[config.mk]
export PLATFORM = sky130hd
export DESIGN_NAME = instr_encoder_loader
export DESIGN_NICKNAME = d
export VERILOG_FILES = /design/src/rtl/instr_encoder_loader.sv
export SDC_FILE = /design/constraint.sdc
export NUM_CORES = 1
export LEC_CHECK = 0
export BUFFER_PORTS_ARGS = -buffer_cell sky130_fd_sc_hd__buf_2
export CAP_MARGIN = 20
export CORE_ASPECT_RATIO = 0.9
export CORE_MARGIN = 3
export CORE_UTILIZATION = 45
export CTS_CLUSTER_DIAMETER = 120
export DETAILED_ROUTE_END_ITERATION = 10
export GPL_ROUTABILITY_DRIVEN = 1
export PLACE_DENSITY = 0.78
export SETUP_SLACK_MARGIN = 0.5
export SLEW_MARGIN = 0
export SYNTH_ARGS = -nofsm -noshare
export SYNTH_HDL_FRONTEND = slang
export SYNTH_SLANG_ARGS = --single-unit
[constraint.sdc]
create_clock -name clk -period 5.35 [get_ports clk]
set_input_delay 1.605 -clock clk [delete_from_list [all_inputs] [get_ports clk]]
set_output_delay 1.605 -clock clk [all_outputs]
set_load 0.03 [all_outputs]
[src/rtl/instr_encoder_loader.sv]
// instr_encoder_loader
//   Packs field-level instruction requests into 32-bit words using the CPU's
//   4-bit opcode map and streams them into instruction memory at sequential
//   word addresses starting at BASE_ADDR. Used to load programs while the CPU
//   is still held in reset.
//
// Ports
//   clk, reset            clock, synchronous active-high reset
//   start                 begin a load session (IDLE/DONE only)
//   in_valid / in_ready   request handshake
//   in_op/rd/rs/rt/imm    instruction fields; in_last marks the final beat
//   imem_we/addr/wd       one-cycle write strobe, byte address, encoded word
//   words                 words written this session
//   busy / done / full    LOAD state, DONE state, DEPTH words written
//   err                   sticky range violation, cleared by start/reset
module instr_encoder_loader #(
  parameter logic [31:0] BASE_ADDR = 32'h0000_0000,
  parameter int          DEPTH     = 64
) (
  input  logic                      clk,
  input  logic                      reset,
  input  logic                      start,
  input  logic                      in_valid,
  output logic                      in_ready,
  input  logic [3:0]                in_op,
  input  logic [4:0]                in_rd,
  input  logic [4:0]                in_rs,
  input  logic [4:0]                in_rt,
  input  logic [31:0]               in_imm,
  input  logic                      in_last,
  output logic                      imem_we,
  output logic [31:0]               imem_addr,
  output logic [31:0]               imem_wd,
  output logic [$clog2(DEPTH):0]    words,
  output logic                      busy,
  output logic                      done,
  output logic                      full,
  output logic                      err
);
  localparam int AW = $clog2(DEPTH);

  typedef enum logic [1:0] {IDLE, LOAD, DONE} state_e;

  state_e          state_q, state_d;
  logic [AW-1:0]   ptr_q, ptr_d;     // word offset from BASE_ADDR
  logic [AW:0]     words_q, words_d;
  logic            err_q, err_d;
  logic            full_q, full_d;
  logic            we_q, we_d;
  logic [31:0]     addr_q, addr_d;
  logic [31:0]     wd_q, wd_d;

  logic            i_type, j_type;
  logic            range_ok;
  logic [31:0]     enc;

  // Opcode classes: 0000-0101 I-type, 0110-0111 J-type, 1xxx R-type.
  always_comb begin
    j_type = (in_op[3:1] == 3'b011);
    i_type = !in_op[3] && !j_type;
    if (i_type)
      enc = {in_op, in_rt, in_rs, in_imm[17:0]};
    else if (j_type)
      enc = {in_op, in_imm[27:0]};
    else
      enc = {in_op, in_rd, in_rs, in_rt, 13'b0};
    // I-type: imm must be an 18-bit signed value (upper bits sign copies).
    // J-type: imm must fit 28 bits unsigned. R-type ignores imm.
    if (i_type)
      range_ok = (in_imm[31:17] == {15{in_imm[17]}});
    else if (j_type)
      range_ok = (in_imm[31:28] == 4'b0);
    else
      range_ok = 1'b1;
  end

  always_comb begin
    state_d = state_q;
    ptr_d   = ptr_q;
    words_d = words_q;
    err_d   = err_q;
    full_d  = full_q;
    we_d    = 1'b0;
    addr_d  = addr_q;
    wd_d    = wd_q;
    case (state_q)
      IDLE, DONE: begin
        if (start) begin
          state_d = LOAD;
          ptr_d   = '0;
          words_d = '0;
          err_d   = 1'b0;
          full_d  = 1'b0;
        end
      end
      LOAD: begin
        if (in_valid) begin
          if (range_ok) begin
            we_d    = 1'b1;
            addr_d  = BASE_ADDR + {{(30-AW){1'b0}}, ptr_q, 2'b00};
            wd_d    = enc;
            ptr_d   = ptr_q + 1'b1;   // wraps modulo DEPTH words
            words_d = words_q + 1'b1;
            if (words_d == (AW+1)'(DEPTH)) begin
              full_d  = 1'b1;
              state_d = DONE;
            end
          end else begin
            err_d = 1'b1;             // beat consumed but dropped
          end
          if (in_last) state_d = DONE;
        end
      end
      default: state_d = IDLE;
    endcase
  end

  always_ff @(posedge clk) begin
    if (reset) begin
      state_q <= IDLE;
      ptr_q   <= '0;
      words_q <= '0;
      err_q   <= 1'b0;
      full_q  <= 1'b0;
      we_q    <= 1'b0;
      addr_q  <= '0;
      wd_q    <= '0;
    end else begin
      state_q <= state_d;
      ptr_q   <= ptr_d;
      words_q <= words_d;
      err_q   <= err_d;
      full_q  <= full_d;
      we_q    <= we_d;
      addr_q  <= addr_d;
      wd_q    <= wd_d;
    end
  end

  // A write registered just before reset rises must not reach memory, so the
  // strobe is masked by reset in the cycle it would have been driven.
  assign imem_we   = we_q && !reset;
  assign imem_addr = addr_q;
  assign imem_wd   = wd_q;
  assign words     = words_q;
  assign err       = err_q;
  assign full      = full_q;
  assign in_ready  = (state_q == LOAD);
  assign busy      = (state_q == LOAD);
  assign done      = (state_q == DONE);

endmodule

# == Word level (Yosys, flattened, before mapping) ==
# Cells that the tools add are included.
# word_totals
regBits,56
latchBits,0
ram_bits,0
romBits,0
in_bits,56
output_inout_bits,77
memories,0
# op_classes
add_sub_neg,2
multipliers,0
div,0
n_lt_le_gt_ge,0
n_eq_ne,12
n_shift,0
n_mux,27
bitwise,2
reduce_logical,15
# op_table
operator,count
28-bit two-way mux,2
7-bit two-way mux,3
6-bit two-way mux,3
14-bit equality test,1
7-bit case mux with 2 select lines,1
6-bit case mux with 2 select lines,1
4-bit AND reduction,3
2-bit two-way mux,5
1-bit two-way mux,9
"7-bit by 1-bit adder with 7-bit output, second input constant",1
"7-bit equality test, second input constant",1
"6-bit by 1-bit adder with 6-bit output, second input constant",1
"2-bit inequality test, second input constant",3
"3-bit by 2-bit inequality test with 1-bit output, second input constant",2
5-bit AND reduction,1
4-bit logical NOT,1
"2-bit by 1-bit inequality test with 1-bit output, second input constant",2
1-bit case mux with 2 select lines,2
2-bit case mux with 2 select lines,1
"3-bit by 2-bit equality test with 1-bit output, second input constant",1
1-bit logical NOT,3
3-bit AND reduction,1
3-bit OR reduction,1
"2-bit by 1-bit equality test with 1-bit output, second input constant",1
6 further kinds,8

# == Depth between registers and ports, before layout ==
# logic_depth
word_depth,8
mapped_depth,8
depth_no_buf,6

# == Least setup slack after synthesis ==
# Ideal clock, no wire load.
# synth_timing
path_type,input to output
from,in reset
to,out imem_we
t_arrival_ns,2.240
required_ns,3.745
setup_slack_ns,1.505
cell_stages,2
path_buffers,1
path_cell_list,clkbuf_1 > nor2b_1
# synth_between
elab_chain_cells,2
# synth_lines
element,line_no,source
"start, declared",21,"input logic reset,"
1-bit logical NOT,142,assign imem_we = we_q && !reset;
1-bit logical AND,142,
"end, declared",31,"output logic imem_we,"
# Every way passes these cells.

# == Worst setup path after layout ==
# Same ends and word-level chain as after synthesis.

==> impl_metrics.yaml <==
global_routing:
  grt_usage_pct: 18.8
  met3_usage_pct: 4.51
  antenna_found_initial: 0
  grt_pass1_vias: 2385
  top_usage_layer: "met2"
  grt_start_max_net_pins: 48
  gr-usage-met1_pct: 23.7
  grt_pass1_wl_um: 10700
  met2_usage_pct: 31.2
  grt_overflow_total: 0
floorplanning:
  fp.dieH_um: 80.1
  initial_core_util_pct: 47.4
  num_rows: 26
  die_w_um: 88.3
  ios: 133
  dieArea_sq_um: 7070
  core_area_sq_um: 5790
sta:
  slew_headroom_pct: 51.9
  fmax_ghz: 0.252
  slew_violations: 0
  period_minus_slack_ns: 3.97
  hold_viol_final: 0
  rsz0062_at_grt: "false"
  skew_ns: 0.00458
  post-route-period-util_pct: 74.2
  hold_slack_ns: 0.456
  worst_pin_slew_ns: 0.721
  tns_ns: 0
  finalSetupViolCount: 0
routing:
  totalWireLength_um: 6760
  drc: 0
  wire_per_inst_um: 13.6
  viasPerCell: 5.16
  drt_iter0_drc: 157
  antenna_left: 0
  dr_total_vias: 2572
  first_pass_iters: 4
clocking:
  insertion_delay_ns: 0.31
  root_buffer: "clkbuf_8"
  ctsHoldBuffers: 0
  cts_num_sinks: 56
  tritoncts: "yes"
  h-tree-depth: 2
  cts_buffer_depth: 2
  cts.repair.resized: 0
  postCtsSetupRepairBufs: 0
  clk_pin_slew_ns: 0.10
  cts_made_buffers: 5
synthesis:
  synthFlopType: "dfxtp_1"
  ys_ff_latch: 56
  synthTopCellsByArea: "dfxtp_1 41%, nand2_1 8.2%, buf_4 7.9%"
  async_flop_share_pct: 0
  syn_inst: 332
  yosysMostFrequentCell: "nand2_1"
  synth.distinct_cells: 44
  synth_edf_count: 0
  ys_top_cells_by_count: "60 x nand2_1, 56 x dfxtp_1, 36 x a21oi_1, 29 x buf_4, 22 x nor2_1"
  yosys_warnings: 0
  synthDominantCellAreaShare_pct: 40.8
  avgSynthCellArea_sq_um: 8.27
  syn_area_sq_um: 2750
  yosysTopAreaCell: "dfxtp_1"
  ys_seq_area_share_pct: 40.8
layout:
  final_cells: 498
  multi_input_area_sq_um: 1430
  diodes: 0
  register_area_sq_um: 1120
  nets: 485
  area_growth_pct: 20.6
  drive_gt1_share_pct: 29.7
  nFillCells: 571
  fin_util_pct: 57.2
critical_path:
  cp_data_arrival_time_ns: 2.37
  crit_start: "reset"
  cp-end-kind: "primary output"
  critPathKind: "input pin to primary output"
  rr_startpoint: "state_q[0]$_SDFFE_PP0P_"
  cp_max_fo: 47
  cp.required_ns: 3.74
  start_kind: "input pin"
min_path:
  hold_class: "register to register"
  hold_start: "imem_wd[10]$_SDFFE_PP0P_"
pwr:
  irDropWorstVdd_mv: 0.145
  total_power_mw: 0.810
  powerDensity_nw_per_um2: 245
  leakagePower_nw: 1.53
placed_design:
  dp_hpwl_um: 5040
  dp_cells: 489
  portBuffers: 106
  gp_congestion: 0.863
job:
  drv_cap: 0
status:
  status: "finished, final reports clean"
## cell type report
| cell class | count | area share (%) |
|---|---|---|
| tap | 70 | 2.64 |
| multi-input combinational | 253 | 43.1 |
| timing repair buffer | 110 | 17.5 |
| sequential | 56 | 33.8 |
| clock buffer | 5 | 2.08 |
| inverter | 1 | 0.113 |
| clock inverter | 3 | 0.680 |
## power breakdown
| part | internal, mW | switching [mW] | total (mW) |
|---|---|---|---|
| Combinational | 0.0443 | 0.0985 | 0.143 |
| Sequential | 0.426 | 0.00498 | 0.431 |
| Clock | 0.0942 | 0.142 | 0.237 |
## metal layers
layer / routed length, um / vias up
met3: 503 / 12
met1: 2990 / 1163
met5: 0 / -
met2: 3160 / 97
li1: - / 1300
met4: 110 / 0
## critical path, cell delays in order
cell and delay (ns):
buf_2 0.07, buf_4 0.40, nor2b_1 0.09, buf_2 0.19
## path summary, 6_finish.rpt
| path | cells after the start | slack [ns] | endpoint |
|---|---|---|---|
| worst max-delay path | 4 | 1.38 | imem_we |
| worst min-delay path | 2 | 0.46 | imem_wd[10]$_SDFFE_PP0P_ |
| worst max register to register | 6 | 2.91 | words[6]$_SDFFE_PP0P_ |
| worst min register to register | 2 | 0.46 | imem_wd[10]$_SDFFE_PP0P_ |
## flip-flops by register name, summed over array words and instances, names as in the netlist
register	cells
words	7
full	1
err	1
ptr_q	6
imem_addr	6
we_q	1
state_q	2
imem_wd	32
## kinds of logic (layout without fill, tap and decap cells)
group,count (synthesis),count (layout),share of synthesized area (%)
AO/OA/AOI/OAI,74,74,17.1
AND/OR/NAND/NOR,132,132,23.2
XOR/XNOR,3,3,0.957
flip-flops,56,56,40.8
other,1,26,0.137
multiplexers,16,16,5.83
buffers and inverters,48,119,11.0
adder cells (fa/ha/maj),2,2,0.911
## through the flow
step | area, sq um | setup WS [ns]
6_report | 3310 | 1.38
5_1_grt | 3310 | 1.31
4_1_cts | 3280 | 1.37
3_5_place_dp | 3190 | 1.24
3_3_place_gp | 3190 | 1.27
2_1_floorplan | 2840 | 1.51
## placed cells by master (no fill, tap or decap), types with 2 or more instances in the layout
cell type,instances
a41o_1,2
ha_1,2
nand3_1,10
nor3_1,4
o2111a_1,2
buf_2,106
a31o_2,3
o21ai_0,9
nor2_1,22
buf_4,3
and2_1,2
or3_1,5
nand4_1,2
nand3b_1,13
conb_1,26
nand2_1,60
a21oi_1,35
a211oi_1,11
mux2i_1,16
dfxtp_1,56
xnor2_1,3
o21a_1,2
nor2b_1,4
a31oi_1,3
clkbuf_8,5
Power figures use the tool's default switching activity.
